### src/rtl/reg_check_pkg.sv
// Shared definitions for the register-check harness: FSM encoding and parameter defaults.
package reg_check_pkg;

    localparam int DEFAULT_DATA_WIDTH  = 32;
    localparam int DEFAULT_NUM_REGS    = 32;
    localparam int DEFAULT_CYCLE_WIDTH = 14;

    typedef enum logic [2:0] {
        ST_IDLE,
        ST_RUN,
        ST_CHECK,
        ST_DRAIN,
        ST_DONE
    } state_t;

endpackage

### src/rtl/reg_check_stage.sv
// Capture-and-compare stage: registers one swept register per CHECK cycle and
// compares it against the ROM word that arrives one cycle later.
module reg_check_stage
    import reg_check_pkg::*;
#(
    parameter int DATA_WIDTH = DEFAULT_DATA_WIDTH,
    parameter int ADDR_WIDTH = $clog2(DEFAULT_NUM_REGS)
) (
    input  logic                  clock,
    input  logic                  reset,
    input  logic                  capture,
    input  logic [ADDR_WIDTH-1:0] capture_reg,
    input  logic [DATA_WIDTH-1:0] capture_data,
    input  logic [DATA_WIDTH-1:0] exp_data,
    input  logic                  compare,
    output logic                  dump_valid,
    output logic [ADDR_WIDTH-1:0] dump_reg,
    output logic [DATA_WIDTH-1:0] dump_data,
    output logic [DATA_WIDTH-1:0] dump_exp,
    output logic                  mismatch
);

    logic                  valid_q;
    logic [ADDR_WIDTH-1:0] reg_q;
    logic [DATA_WIDTH-1:0] data_q;

    always_ff @(posedge clock or posedge reset) begin
        if (reset) begin
            valid_q <= 1'b0;
            reg_q   <= '0;
            data_q  <= '0;
        end else begin
            valid_q <= capture;
            if (capture) begin
                reg_q  <= capture_reg;
                data_q <= capture_data;
            end
        end
    end

    // Data outputs are forced to zero whenever nothing valid is presented.
    always_comb begin
        dump_valid = valid_q;
        dump_reg   = valid_q ? reg_q    : '0;
        dump_data  = valid_q ? data_q   : '0;
        dump_exp   = valid_q ? exp_data : '0;
        mismatch   = valid_q && compare && (data_q != exp_data);
    end

endmodule

### src/rtl/reg_check_harness.sv
// Register-check harness: runs the processor for a cycle budget, then sweeps the
// regfile, dumping each register and optionally comparing against an expected ROM.
module reg_check_harness
    import reg_check_pkg::*;
#(
    parameter int DATA_WIDTH  = DEFAULT_DATA_WIDTH,
    parameter int NUM_REGS    = DEFAULT_NUM_REGS,
    parameter int CYCLE_WIDTH = DEFAULT_CYCLE_WIDTH,
    parameter int ADDR_WIDTH  = $clog2(NUM_REGS)
) (
    input  logic                   clock,
    input  logic                   reset,
    input  logic                   start,
    input  logic                   mode,
    input  logic [CYCLE_WIDTH-1:0] num_cycles,
    input  logic [ADDR_WIDTH-1:0]  cpu_read_reg,
    output logic [ADDR_WIDTH-1:0]  read_reg,
    input  logic [DATA_WIDTH-1:0]  read_data,
    output logic [ADDR_WIDTH-1:0]  exp_addr,
    input  logic [DATA_WIDTH-1:0]  exp_data,
    output logic                   cpu_hold,
    output logic                   dump_valid,
    output logic [ADDR_WIDTH-1:0]  dump_reg,
    output logic [DATA_WIDTH-1:0]  dump_data,
    output logic                   mismatch,
    output logic [DATA_WIDTH-1:0]  dump_exp,
    output logic [CYCLE_WIDTH-1:0] cycle_count,
    output logic [ADDR_WIDTH:0]    error_count,
    output logic                   busy,
    output logic                   done,
    output logic                   pass
);

    localparam logic [ADDR_WIDTH-1:0] LAST_IDX = ADDR_WIDTH'(NUM_REGS - 1);

    state_t                 state;
    state_t                 state_next;
    logic                   accept;
    logic                   mode_q;
    logic [CYCLE_WIDTH-1:0] budget_q;
    logic [CYCLE_WIDTH-1:0] count_inc;
    logic [ADDR_WIDTH-1:0]  sweep_idx;
    logic                   in_check;

    assign count_inc = cycle_count + 1'b1;
    assign in_check  = (state == ST_CHECK);
    assign read_reg  = in_check ? sweep_idx : cpu_read_reg;
    assign exp_addr  = sweep_idx;

    always_ff @(posedge clock or posedge reset) begin
        if (reset) begin
            state <= ST_IDLE;
        end else begin
            state <= state_next;
        end
    end

    always_comb begin
        state_next = state;
        accept     = 1'b0;
        cpu_hold   = 1'b1;
        busy       = 1'b0;
        done       = 1'b0;
        pass       = 1'b0;
        case (state)
            ST_IDLE: begin
                if (start) begin
                    accept     = 1'b1;
                    state_next = (num_cycles == '0) ? ST_CHECK : ST_RUN;
                end
            end
            ST_RUN: begin
                cpu_hold = 1'b0;
                busy     = 1'b1;
                if (count_inc == budget_q) begin
                    state_next = ST_CHECK;
                end
            end
            ST_CHECK: begin
                busy = 1'b1;
                if (sweep_idx == LAST_IDX) begin
                    state_next = ST_DRAIN;
                end
            end
            ST_DRAIN: begin
                busy       = 1'b1;
                state_next = ST_DONE;
            end
            ST_DONE: begin
                done = 1'b1;
                pass = !mode_q || (error_count == '0);
                if (start) begin
                    accept     = 1'b1;
                    state_next = (num_cycles == '0) ? ST_CHECK : ST_RUN;
                end
            end
            default: state_next = ST_IDLE;
        endcase
    end

    // The final mismatch (shown during DRAIN) is counted on the edge into DONE.
    always_ff @(posedge clock or posedge reset) begin
        if (reset) begin
            mode_q      <= 1'b0;
            budget_q    <= '0;
            cycle_count <= '0;
            error_count <= '0;
            sweep_idx   <= '0;
        end else if (accept) begin
            mode_q      <= mode;
            budget_q    <= num_cycles;
            cycle_count <= '0;
            error_count <= '0;
            sweep_idx   <= '0;
        end else begin
            if (state == ST_RUN) begin
                cycle_count <= count_inc;
            end
            if (in_check) begin
                sweep_idx <= (sweep_idx == LAST_IDX) ? '0 : sweep_idx + 1'b1;
            end
            if (mismatch) begin
                error_count <= error_count + 1'b1;
            end
        end
    end

    reg_check_stage #(
        .DATA_WIDTH(DATA_WIDTH),
        .ADDR_WIDTH(ADDR_WIDTH)
    ) u_stage (
        .clock       (clock),
        .reset       (reset),
        .capture     (in_check),
        .capture_reg (sweep_idx),
        .capture_data(read_data),
        .exp_data    (exp_data),
        .compare     (mode_q),
        .dump_valid  (dump_valid),
        .dump_reg    (dump_reg),
        .dump_data   (dump_data),
        .dump_exp    (dump_exp),
        .mismatch    (mismatch)
    );

endmodule

### config.mk
export PLATFORM = sky130hd
export DESIGN_NAME = reg_check_harness
export DESIGN_NICKNAME = d
export VERILOG_FILES = /design/src/rtl/reg_check_pkg.sv /design/src/rtl/reg_check_stage.sv /design/src/rtl/reg_check_harness.sv
export SDC_FILE = /design/constraint.sdc
export NUM_CORES = 1
export LEC_CHECK = 0
export BUFFER_PORTS_ARGS = -buffer_cell sky130_fd_sc_hd__buf_2
export CAP_MARGIN = 25
export CORE_ASPECT_RATIO = 1.5
export CORE_UTILIZATION = 49
export CTS_CLUSTER_SIZE = 24
export DETAILED_ROUTE_END_ITERATION = 8
export PLACE_DENSITY = 0.81
export SLEW_MARGIN = 40
export SYNTH_ARGS = -nofsm -noshare
export SYNTH_HDL_FRONTEND = slang
export SYNTH_SLANG_ARGS = --single-unit
### constraint.sdc
create_clock -name clock -period 3.61 [get_ports clock]
set_input_delay 1.083 -clock clock [delete_from_list [all_inputs] [get_ports clock]]
set_output_delay 1.083 -clock clock [all_outputs]
set_load 0.1 [all_outputs]
### Word-level counts from Yosys, hierarchy flattened

Index checks and enable logic that the tools add are counted.

* flip-flop bits (word level): 81
* bits in latches: 0
* memory bits (writable): 0
* memory bits (read-only): 0
* word-level logic and storage cells: 57
* memories kept: 0

* add/subtract/negate cells: 3
* $mul: 0
* div/mod/pow operators: 0
* order comparisons: 0
* equal/unequal tests: 10
* shifts and indexed selects: 0
* multiplexer cells: 22
* bitwise operators: 0
* reductions and logical operators: 13

Operator list (count)
* 32-bit two-way mux: 2
* 32-bit inequality test: 1
* 14-bit two-way mux: 2
* 5-bit two-way mux: 5
* 14-bit by 1-bit adder with 14-bit output, second input constant: 1
* 14-bit equality test: 1
* 14-bit zero test: 1
* 6-bit two-way mux: 2
* 3-bit one-hot mux with 4 select lines: 1
* 3-bit two-way mux: 3
* 6-bit by 1-bit adder with 6-bit output, second input constant: 1
* 3-bit by 2-bit equality test with 1-bit output, second input constant: 2
* 6-bit zero test: 1
* 1-bit two-way mux: 6
* 2-bit nonzero test: 3
* 5-bit by 1-bit adder with 5-bit output, second input constant: 1
* 5-bit equality test, second input constant: 1
* 2-bit by 1-bit inequality test with 1-bit output, second input constant: 2
* 3-bit by 1-bit equality test with 1-bit output, second input constant: 1
* 3-bit equality test, second input constant: 1
* 3-bit zero test: 1
* 3-bit AND reduction: 1
* 3-bit OR reduction: 1
* 1-bit logical AND: 2
* other kinds (5): 5

### Depth between registers and ports, before layout

Gate-level depths: netlist (run 1).

* depth after elaboration: 4
* mapped depth: 8
* mapped depth without buffers: 8

### By module

Synthesis (run 1) repeated with hierarchy kept, for this count alone.

* cell total of the unflattened synthesis: 498
* area total of the unflattened synthesis: 4882.2 sq um

By module, submodules not included
* reg_check_harness: instances 1, cells each 298, area an instance 2658.8 sq um, seq. area each 1076.0 sq um
* reg_check_stage: instances 1, cells each 200, area an instance 2223.4 sq um, seq. area each 950.9 sq um

### Worst setup path after synthesis (run 1)

Ideal clock, no wire load.

* path type: in2out
* start point: in exp_data[31]
* end point: out mismatch
* arrival: 3.124 ns
* path slack: -0.597 ns
* stages on the path: 4
* path buffers: 0
* cell sequence: xor2_1 nor4_1 and4_1 a21oi_1

* cells in the longest elaborated chain, start to end: 2

RTL lines
* start: declaration: RTL line reg_check_harness.sv:20 `input logic [DATA_WIDTH-1:0] exp_data,`
* 32-bit inequality test: RTL line reg_check_stage.sv:47 `mismatch = valid_q && compare && (data_q != exp_data);`
* 1-bit logical AND: RTL line reg_check_stage.sv:47
* end: declaration: RTL line reg_check_harness.sv:25 `output logic mismatch,`

No other way between the ends.

### Worst setup path after layout (run 1)

* start point: in exp_data[23]
* end point: out mismatch

The elaborated chain is that of the path after synthesis.

==> impl_results.md, run 1 <==
* Crit-path cells: buf_2 -> xor2_1 -> nor4_2 -> and4_1 -> a21oi_2 -> buf_4
* Kind of critical path: in2out
* Rows at 43
* Final WS setup at 99.75 ps
* Worst reg2reg path startpoint: cycle_count[0]$_DFFE_PP0P_
* Synth Warn # at 0
* WL/cell at 15.95 µm
* Slowest stage cell on the critical path: nor4_2
* Post-Syn Area at 0.004762 mm²
* Synth unique cells at 53
* Vias per cell at 5.286
* Clock Path Buffers at 2
* Clock Skew at roughly 5 ps
* Full die area at between 0.01 and 0.015 mm²
* Final non-filler cell total at 870
* Hold-fix buffers at CTS at 0
* Leading area contributor after synthesis: dfrtp_1
* Power Dens Cells at slightly above 1000 mW/mm²
* FFs w/ async S/R, synth at 100.0%
* Ports at 192
* Max Freq at between 200 and 300 MHz
* Synth Register Bits at 81
* Final hold slack at approximately 480 ps
* Number of buffers created by CTS at 9
* Pre-antenna DRT Iters at 4
* # H-tree levels at 3
* Remaining antenna violation count at 0
* Sink Count at roughly 80
* Part of the cycle the worst path needs at 97.24%
* Slew headroom at 55.07%
* Diodes inserted at 0
* Worst-path clk slew at 60 ps
* WP data required at 2530 ps
* Largest net degree at the start of global routing at 71
* Crit. End Element: primary output
* Clk_lat worst skew at around 340 ps
* Setup TNS at 0 ps
* Unrepaired setup endpoints after global routing: false
* Area grow syn2layout at 29.61%
* Multi-input logic area at between 0.002 and 0.003 mm²
* Postcts setup bufs at 0
* Initial antenna violation count at 1
* Syn_area_per_cell at approximately 8.4 µm²
* Reg area at 0.002027 mm²
* CP peak stage delay at 410 ps
* DP Area at between 0.005 and 0.006 mm²
* Die W at 82.49 µm
* Design Area, Final at 0.006172 mm²
* Post-Syn Nets at 661
* Initial Util at 50.87%
* Tmin final at approximately 3500 ps
* Pins Over Slew Limit at 0
* Vias in the first global route at 4354
* Number of flops mapped to enable cells by yosys at 0
* Core area at 0.009361 mm²
* Die height at 122.7 µm
* CTS Root Cell: clkbuf_16
* Area share of the largest cell type after synthesis at 42.56%
* Final net count at 845
* Max IR drop VDD at 0.0008072 V
* Synth top area cells: dfrtp_1, nand2_1, and2_1
* Top FF cell, synth: dfrtp_1
* Placed insts at 854
* Post-layout util at 65.93%
* Hold depth at 2
* Max Cap Viol at 0
* IO buf count at between 150 and 200
* CTS tree: built
* Share of cells above drive strength 1 at 30.34%
* HP Class: reg2reg
* Total detailed-routing wirelength at roughly 14000 µm
* FF-to-FF End: state[0]$_DFFE_PP0P_
* R2R setup slack at 1180 ps
* DRT iter0 DRCs at 146
* Via count at 4599
* Seq/Total Area, Yosys at 42.56%
* Hold endpoint: u_stage.reg_q[3]$_DFFE_PP0P_
* Fill count at 812
* Crit Path Max Fanout at 2
* Hpwl dp at 10450 µm
* # DRC at 0
* Status: completed
* Placement Setup Slack at -132.2 ps
* Tot Pwr at 6.318 mW
* GRT Total Usage at roughly 28%
* Pleak at 3.472 nW
* Final Hold Fails at 0
* Mapped Cells at 569
* Final setup vio count at 0
* Total grt overflow at 0
* Gp weighted congestion at 0.9180
* Critical Path AT at between 2000 and 2500 ps
* Setup crit start kind: input pin
* First-pass GRT wire length at around 21000 µm
* Worst-Margin Slew at 673.2 ps
* Reg2Reg Depth at 7
* Start point of the worst min-delay path: u_stage.reg_q[3]$_DFFE_PP0P_
==> state kept, by name, summed over array words and instances (netlist names) <==
signal,cells
u_stage.data_q,32
budget_q,14
cycle_count,14
error_count,6
exp_addr,5
u_stage.reg_q,5
state,3
mode_q,1
u_stage.dump_valid,1
==> what timing repair did <==
action | 4_1_cts | 5_1_grt
resized for setup | 2 | 0
endpoints found under the hold margin | 0 | 0
endpoints found under the setup margin | 1 | 0
==> placed cells by master, fill, tap and decap left out, drive strengths merged, types with 2 or more instances in the layout <==
master | netlist | layout
buf | 6 | 202
nand2 | 176 | 176
dfrtp | 81 | 81
and2 | 76 | 76
xor2 | 44 | 44
o21ai | 26 | 26
nor2 | 22 | 22
clkbuf | 23 | 13
nor4 | 12 | 12
a21oi | 10 | 10
nand4 | 9 | 9
nand3 | 9 | 9
xnor2 | 8 | 8
inv | 9 | 8
and3 | 5 | 5
ha | 5 | 5
a31oi | 4 | 4
nand3b | 4 | 4
o31ai | 4 | 4
clkinv | 0 | 4
and4 | 4 | 4
a211oi | 3 | 3
nand2b | 3 | 3
a211o | 3 | 3
nor3b | 2 | 2
a22o | 2 | 2
==> cell type report <==
class / instances / area share, %
clock inverters: 3 / 0.2433
repair buffers: 202 / 18.08
multi-input cells: 450 / 41.78
flip-flops and latches: 81 / 32.84
clock buffers: 13 / 4.217
well taps: 112 / 2.270
inverters: 9 / 0.5676
==> worst max-delay path, delay by kind of cell <==
| kind | cells | cell delay (ps) |
|---|---|---|
| and+or+nand+nor | 2 | 710 |
| buffers and inverters | 2 | 350 |
| xor gates and xnor gates | 1 | 190 |
| AOI/OAI and AO/OA | 1 | 90 |
==> report_power, final <==
group          total, mW  switching, mW  internal [mW]
clock network      0.852          0.352          0.500
logic               3.88           3.01          0.865
registers           1.59          0.347           1.24
==> synth_stat cells, types with 5 or more instances <==
cell type / n
clkbuf_1: 23
o21ai_0: 24
nor4_1: 12
and3_1: 5
and2_1: 75
ha_1: 5
nand4_1: 8
nand2_1: 176
xor2_1: 44
dfrtp_1: 81
nand3_1: 8
xnor2_1: 8
nor2_1: 22
a21oi_1: 10
inv_1: 7
==> per-layer routing <==
| layer | up-vias | GRT usage (%) | part of all wire [%] |
|---|---|---|---|
| met2 | 174 | 50.83 | 54 |
| li1 | 2234 | - | - |
| met1 | 2164 | 33.22 | 38 |
| met4 | 2 | 10.99 | 2.4 |
| met3 | 25 | 3.792 | 5.4 |
| met5 | - | 0 | 0.12 |
==> kinds of logic after synthesis <==
kind of cell | count (synthesis) | share of synthesized area (%)
fa+ha+maj | 5 | 1.314
xor+xnor | 53 | 10.04
mux | 2 | 0.4467
flops | 81 | 42.56
compound gates | 62 | 8.619
simple gates | 328 | 33.39
buf+inv | 38 | 3.626
==> how the worst max path moves through the flow <==
stage,endpoint,cells after the start,slack [ps],start
2_1_floorplan,mismatch,4,30,exp_data[6]
3_3_place_gp,mismatch,6,-140,exp_data[23]
3_5_place_dp,mismatch,6,-130,exp_data[23]
4_1_cts,mismatch,6,50,exp_data[23]
5_1_grt,mismatch,6,70,exp_data[23]
6_report,mismatch,6,100,exp_data[23]
(Power assumes the default switching activity.)
==> run 2, diff against run 1 <==
==> constraint.sdc (replaced) <==
create_clock -name clock -period 3.61 [get_ports clock]
set_input_delay 0.5415 -clock clock [delete_from_list [all_inputs] [get_ports clock]]
set_output_delay 0.5415 -clock clock [all_outputs]
set_load 0.1 [all_outputs]
==> run 2 against run 1 <==
Clock power up 31%. Flip-flop and latch count unchanged. Final cell count down 0.57%. Worst hold slack worse by 210 ps. Register-to-register slack better by 30 ps. Critical endpoint is now read_reg[0]. Largest cell class unchanged.
==> impl_results.md, run 2 (same netlist as run 1, synthesis figures left out) <==
* Status: completed
* Slew headroom at 59.86% (+4.8 points)
* Kind of critical path: reg2out
* WL met2 at 7162 µm (-3.9%)
* Wire length on met3 at 925 µm (+24%)
* Clock Skew at 5.779 ps (+0.8756 ps)
* Die W at 82.49 µm (unchanged)
* WP data required at 3070 ps (+540 ps)
* Most frequent cells in the layout: buf_2, nand2_1, dfrtp_1
* CTS tree: built
* Tmin final at 2969 ps (-541.2 ps)
* Power Dens Cells at 1059 mW/mm² (+3.5%)
* Crit-path cells: or3b_2 -> buf_4 -> inv_2 -> nand2_1 -> nand2_1 -> buf_2
* Area grow syn2layout at 28.95%
* Pre-antenna DRT Iters at 5 (+1)
* Die height at 122.7 µm (unchanged)
* First-pass GRT wire length at 20580 µm (-3.0%)
* Biggest regs: u_stage.data_q x32, budget_q x14, cycle_count x14
* Vias in the first global route at 4371 (+0.39%)
* Comb power frac at 58.3% (-3.0 points)
* Hpwl dp at 10310 µm (-1.4%)
* Max IR drop VDD at 0.0007871 V (-2.5%)
* Clock Power Share at 17.2% (+3.7 points)
* Crit Path Max Fanout at 44 (+42)
* CTS Root Cell: clkbuf_16
* Via count at 4656 (+1.2%)
* Part of the cycle the worst path needs at 82.24% (-15 points)
* Cts repair resizes at 0 (-2)
* Ports at 192 (unchanged)
* HP Class: in2async
* # H-tree levels at 3 (unchanged)
* Placement Setup Slack at 922.1 ps (+1054 ps)
* Largest Register: u_stage.data_q
* WL/cell at 15.82 µm (-0.85%)
* Pins Over Slew Limit at 0 (unchanged)
* Max Cap Viol at 0 (unchanged)
* Design Area, Final at 0.006141 mm² (-0.51%)
* Placed insts at 849 (-0.59%)
* Slowest stage cell on the critical path: or3b_2
* Net Sw Frac at 56.92% (-1.8 points)
* Share of cells above drive strength 1 at 29.65% (-0.69 points)
* Max FFs per register at 32 (unchanged)
* Largest net degree at the start of global routing at 72 (+1.4%)
* Remaining antenna violation count at 0 (unchanged)
* # DRC at 0 (unchanged)
* DRT iter0 DRCs at 204 (+40%)
* Postcts setup bufs at 0 (unchanged)
* Critical path's top delay family: buffers and inverters
* Int Pwr at 2.803 mW (+7.4%)
* Final Hold Fails at 0 (unchanged)
* Pleak at 3.456 nW (-0.45%)
* Full die area at 0.01012 mm² (unchanged)
* Sink Count at 81 (unchanged)
* Gp weighted congestion at 0.8879 (-3.3%)
* DP Area at 0.005769 mm² (-2.0%)
* Most common cell after layout, fill and taps aside: buf_2
* Worst Path Buf+Inv at 3 (+1)
* CP peak stage delay at 480 ps (+70 ps)
* Initial Util at 50.87% (unchanged)
* Critical Path AT at 2430 ps (about the same)
* Clk_lat worst skew at 340 ps (about the same)
* Met1 Wirelength at 5162 µm (-3.2%)
* Vias per cell at 5.383 (+1.8%)
* Final net count at 840 (-0.59%)
* Worst-path clk slew at 60 ps (about the same)
* Most frequent CP cell: nand2_1
* Max Freq at 336.8 MHz (+18%)
* Core area at 0.009361 mm² (unchanged)
* Final WS setup at 641.0 ps (+541.2 ps)
* Total grt overflow at 0 (unchanged)
* Rows at 43 (unchanged)
* Switch Pwr at 3.703 mW (-0.17%)
* Setup TNS at 0 ps (unchanged)
* Top sig layer: met5
* Tot Pwr at 6.505 mW (+3.0%)
* Crit. End Element: primary output
* Final non-filler cell total at 865 (-0.57%)
* Worst-Margin Slew at 600.7 ps (-72.50 ps)
* Initial antenna violation count at 2 (+1)
* GRT Total Usage at 27.59% (-0.67 points)
* Sequential power share at 24.5% (-0.7 points)
* Final setup vio count at 0 (unchanged)
* Setup crit start kind: flip-flop
* Unrepaired setup endpoints after global routing: false
* Hold-fix buffers at CTS at 0 (unchanged)
* Total detailed-routing wirelength at 13680 µm (-1.4%)
* Clock Path Buffers at 2 (unchanged)
* Number of buffers created by CTS at 9 (unchanged)
* IO buf count at 191 (unchanged)
[run 2: changes by cell type in the layout (fill, tap and decap cells not counted), moves of 4 or more]
cell       change
buf_12         -5
buf_2          +6
buf_4          -6
bufinv_16      +4
clkinv_2       -4
[run 2: routing by layer]
metal | global-route usage [%] | up-vias
li1 | - | 2227
met1 | 31.05 | 2186
met2 | 48.50 | 207
met3 | 5.130 | 32
met4 | 14.12 | 4
met5 | 0 | -
[run 2: cell type report]
type / instances / area [µm²]
fill: 773 / 3221
multi-input combinational: 450 / 2565
sequential: 81 / 2027
timing repair buffer: 197 / 1001
clock buffer: 10 / 239.0
tap: 112 / 140.1
clock inverter: 5 / 127.6
inverter: 9 / 38.79
antenna: 1 / 2.502
[run 2: power by group through the flow]
stage / Combinational, mW / Clock [mW] / Sequential, mW
after global routing: 4.02 / 1.16 / 1.64
final: 3.79 / 1.12 / 1.59
after detailed placement: 3.79 / 0 / 1.59
after CTS: 3.80 / 1.13 / 1.59
after floorplan: 2.86 / 0 / 1.81
after global placement: 3.73 / 0 / 1.58
[run 2: path summary, 6_finish.rpt]
kind,cells after the start,slack [ps],startpoint,to
setup / recovery,6,640,state[2]$_DFFE_PP0P_,read_reg[0]
hold / removal,2,260,reset,cycle_count[13]$_DFFE_PP0P_
setup reg to reg,6,1210,state[2]$_DFFE_PP0P_,exp_addr[3]$_DFFE_PP0P_
hold reg to reg,2,470,u_stage.reg_q[3]$_DFFE_PP0P_,u_stage.reg_q[3]$_DFFE_PP0P_
max in group asynchronous,3,2690,reset,error_count[3]$_DFFE_PP0P_
min in group clock,3,400,read_data[9],u_stage.data_q[9]$_DFFE_PP0P_
[run 2: worst reg2reg max path, stage by stage, from the launching register on]
cell and delay (ps):
dfrtp_1 450, or3b_2 490, buf_4 280, inv_2 280, buf_4 350, nand2_1 180
o31ai_1 280
[run 2: metrics by stage]
stage	utilization [%]	hold WS, ps
after floorplan	-	437.7
after global routing	65.57	312.7
final	65.60	262.3
after CTS	65.54	282.5
after detailed placement	61.63	455.4
after global placement	61.59	460.7
==> run 3, diff against run 2 <==
--- a/config.mk
+++ b/config.mk
@@ -5,13 +5,14 @@
 export SDC_FILE = /design/constraint.sdc
 export NUM_CORES = 1
 export LEC_CHECK = 0
+export ABC_AREA = 1
 export BUFFER_PORTS_ARGS = -buffer_cell sky130_fd_sc_hd__buf_2
 export CAP_MARGIN = 25
 export CORE_ASPECT_RATIO = 1.5
-export CORE_UTILIZATION = 49
+export CORE_UTILIZATION = 45
 export CTS_CLUSTER_SIZE = 24
 export DETAILED_ROUTE_END_ITERATION = 8
-export PLACE_DENSITY = 0.81
+export PLACE_DENSITY = 0.77
 export SLEW_MARGIN = 40
 export SYNTH_ARGS = -nofsm -noshare
 export SYNTH_HDL_FRONTEND = slang
==> constraint.sdc (replaced) <==
create_clock -name clock -period 2.5 [get_ports clock]
set_input_delay 0.375 -clock clock [delete_from_list [all_inputs] [get_ports clock]]
set_output_delay 0.375 -clock clock [all_outputs]
set_load 0.1 [all_outputs]
==> run 3 against run 2 <==
Sequential power increased by 55%. Area after synthesis is 4.4% higher. Non-clock buffer count is 8 higher. Worst hold slack worse by 110 ps. Clock power rose by 25%.
==> impl_results.md, run 3 <==
* Pleak at 4.014 nW (+16%)
* Initial Util at 46.71% (-4.2 points)
* First-pass GRT wire length at 21720 µm (+5.6%)
* Total grt overflow at 0 (unchanged)
* Ports at 192 (unchanged)
* Final Hold Fails at 0 (unchanged)
* Syn_area_per_cell at 6.927 µm² (-17%)
* WL/cell at 12.93 µm (-18%)
* Final setup vio count at 0 (unchanged)
* Most common cell after layout, fill and taps aside: nand2_1
* Postcts setup bufs at 0 (unchanged)
* Final WS setup at 172.3 ps (-468.7 ps)
* Hpwl dp at 10490 µm (+1.8%)
* Clock Path Buffers at 2 (unchanged)
* Top FF cell, synth: dfrtp_1
* Core area at 0.01065 mm² (+14%)
* CTS Root Cell: clkbuf_16
* Power Dens Cells at 1451 mW/mm² (+37%)
* Fill count at 970 (+25%)
* Most instantiated library cell after synthesis: nand2_1
* DP Area at 0.006295 mm² (+9.1%)
* Final non-filler cell total at 1057 (+22%)
* Crit Path Max Fanout at 7 (-84%)
* Mapped Cells at 718 (+26%)
* Area share of the largest cell type after synthesis at 40.75% (-1.8 points)
* Via count at 4999 (+7.4%)
* GRT Total Usage at 24.86% (-2.7 points)
* Tot Pwr at 9.587 mW (+47%)
* Remaining antenna violation count at 0 (unchanged)
* Worst reg2reg path startpoint: cycle_count[0]$_DFFE_PP0P_
* Worst-path clk slew at 60 ps (about the same)
* Gp weighted congestion at 0.8466 (-4.7%)
* Leading area contributor after synthesis: dfrtp_1
* IO buf count at 191 (unchanged)
* Largest net degree at the start of global routing at 82 (+14%)
* Sink Count at 81 (unchanged)
* Worst-Margin Slew at 544.4 ps (-56.22 ps)
* Area grow syn2layout at 32.83%
* Synth Warn # at 0 (unchanged)
* Worst Setup SP: u_stage.data_q[0]$_DFFE_PP0P_
* Status: completed
* Synth top area cells: dfrtp_1, nand2_1, inv_1
* Total detailed-routing wirelength at 13670 µm (about the same)
* Reg2Reg Depth at 13 (+7)
* Seq/Total Area, Yosys at 40.75% (-1.8 points)
* Max Freq at 429.6 MHz
* R2R setup slack at 430 ps (-780 ps)
* Crit path to: mismatch
* Design Area, Final at 0.006606 mm² (+7.6%)
* # DRC at 0 (unchanged)
* DRT iter0 DRCs at 166 (-19%)
* Number of buffers created by CTS at 9 (unchanged)
* FFs w/ async S/R, synth at 100.0% (unchanged)
* HP Class: in2async
* Unrepaired setup endpoints after global routing: false
* Max FFs per register at 32 (unchanged)
* Vias in the first global route at 4669 (+6.8%)
* Crit. End Element: primary output
* Slew headroom at 63.66% (+3.8 points)
* Post-Syn Nets at 810 (+23%)
* Pre-antenna DRT Iters at 4 (-1)
* Cts repair resizes at 0 (unchanged)
* Initial antenna violation count at 0 (-2)
* Clk_lat worst skew at 340 ps (about the same)
* Vias per cell at 4.729 (-12%)
* CTS tree: built
* Placed insts at 1042 (+23%)
* Post-Syn Area at 0.004974 mm² (+4.4%)
* Final net count at 1001 (+19%)
* Number of flops mapped to enable cells by yosys at 0 (unchanged)
* Biggest regs: u_stage.data_q x32, budget_q x14, cycle_count x14
* Kind of critical path: reg2out
* Max Cap Viol at 0 (unchanged)
* Diodes inserted at 0 (-1)
* Clock Skew at 7.696 ps (+1.917 ps)
* Tmin final at between 2000 and 2500 ps
* Most frequent cells in the layout: nand2_1, buf_2, inv_1
* Rows at 46 (+7.0%)
* Pins Over Slew Limit at 0 (unchanged)
* Synth unique cells at 32 (-40%)
* Full die area at 0.01149 mm² (+13%)
* Synth Register Bits at 81 (unchanged)
* WP data required at 2120 ps (-950 ps)
* # H-tree levels at 3 (unchanged)
* Critical Path AT at 1950 ps (-480 ps)
* Synth top cells by count: nand2_1, inv_1, dfrtp_1
* Hold-fix buffers at CTS at 0 (unchanged)
* Largest Register: u_stage.data_q
* Max IR drop VDD at 0.0009393 V (+19%)
* Setup TNS at 0 ps (unchanged)
* Placement Setup Slack at 452.8 ps (-469.3 ps)
* Die W at 87.84 µm (+6.5%)
* Setup crit start kind: flip-flop
* Die height at 130.8 µm (+6.5%)
* FF-to-FF End: state[2]$_DFFE_PP0P_
* Part of the cycle the worst path needs at 93.11%
* Share of cells above drive strength 1 at 28.48% (-1.2 points)
run 3: worst min path at each step:
stage	startpoint	end	slack, ps	depth (start not counted)
after detailed placement	u_stage.reg_q[2]$_DFFE_PP0P_	u_stage.reg_q[2]$_DFFE_PP0P_	470	2
after global placement	u_stage.reg_q[4]$_DFFE_PP0P_	u_stage.reg_q[4]$_DFFE_PP0P_	460	2
after floorplan	u_stage.reg_q[0]$_DFFE_PP0P_	u_stage.reg_q[0]$_DFFE_PP0P_	450	2
after global routing	reset	cycle_count[11]$_DFFE_PP0P_	200	3
final	reset	u_stage.reg_q[3]$_DFFE_PP0P_	150	3
after CTS	reset	u_stage.reg_q[3]$_DFFE_PP0P_	180	3
run 3: kinds of logic after synthesis:
| family | after synthesis | share of synthesized area [%] |
|---|---|---|
| fa+ha+maj | 5 | 1.258 |
| buf+inv | 142 | 10.97 |
| simple gates | 416 | 36.50 |
| compound gates | 41 | 4.704 |
| flops | 81 | 40.75 |
| xor+xnor | 33 | 5.811 |
run 3: power by group:
part           switching [mW]  total [mW]  internal (mW)  leakage (nW)
Sequential              0.579        2.46           1.89          1.04
Clock                   0.501        1.40          0.895         0.153
Combinational            4.40        5.73           1.32          2.82
Total                    5.48        9.59           4.10          4.01
run 3: cell type report:
class | instances | area, µm² | area share (%)
clock buffer | 12 | 246.5 | 3.731
clock inverter | 3 | 65.06 | 0.9848
inverter | 117 | 480.5 | 7.273
multi-input combinational | 495 | 2415 | 36.55
sequential | 81 | 2028 | 30.70
tap | 144 | 180.2 | 2.727
timing repair buffer | 205 | 1191 | 18.03
run 3: per-layer routing:
metal	global-route usage, %	routed length [µm]	vias up
li1	-	-	2571
met2	45.65	7226	166
met3	4.585	772	30
met1	27.05	5291	2232
met5	0	0	-
met4	12.05	381	0
run 3: through the flow:
step	hold slack, ps	util [%]
2_1_floorplan	450.0	-
3_3_place_gp	463.4	59.12
3_5_place_dp	469.6	59.12
4_1_cts	178.6	62.04
5_1_grt	196.1	62.04
6_report	151.7	62.04
run 3: worst max-delay path, stage by stage (launching register included):
cell and delay (ps):
dfrtp_1 410, xnor2_1 160, nand4_1 130, nor3_1 280
nand4_1 170, nand2_1 110, inv_1 140, buf_12 210
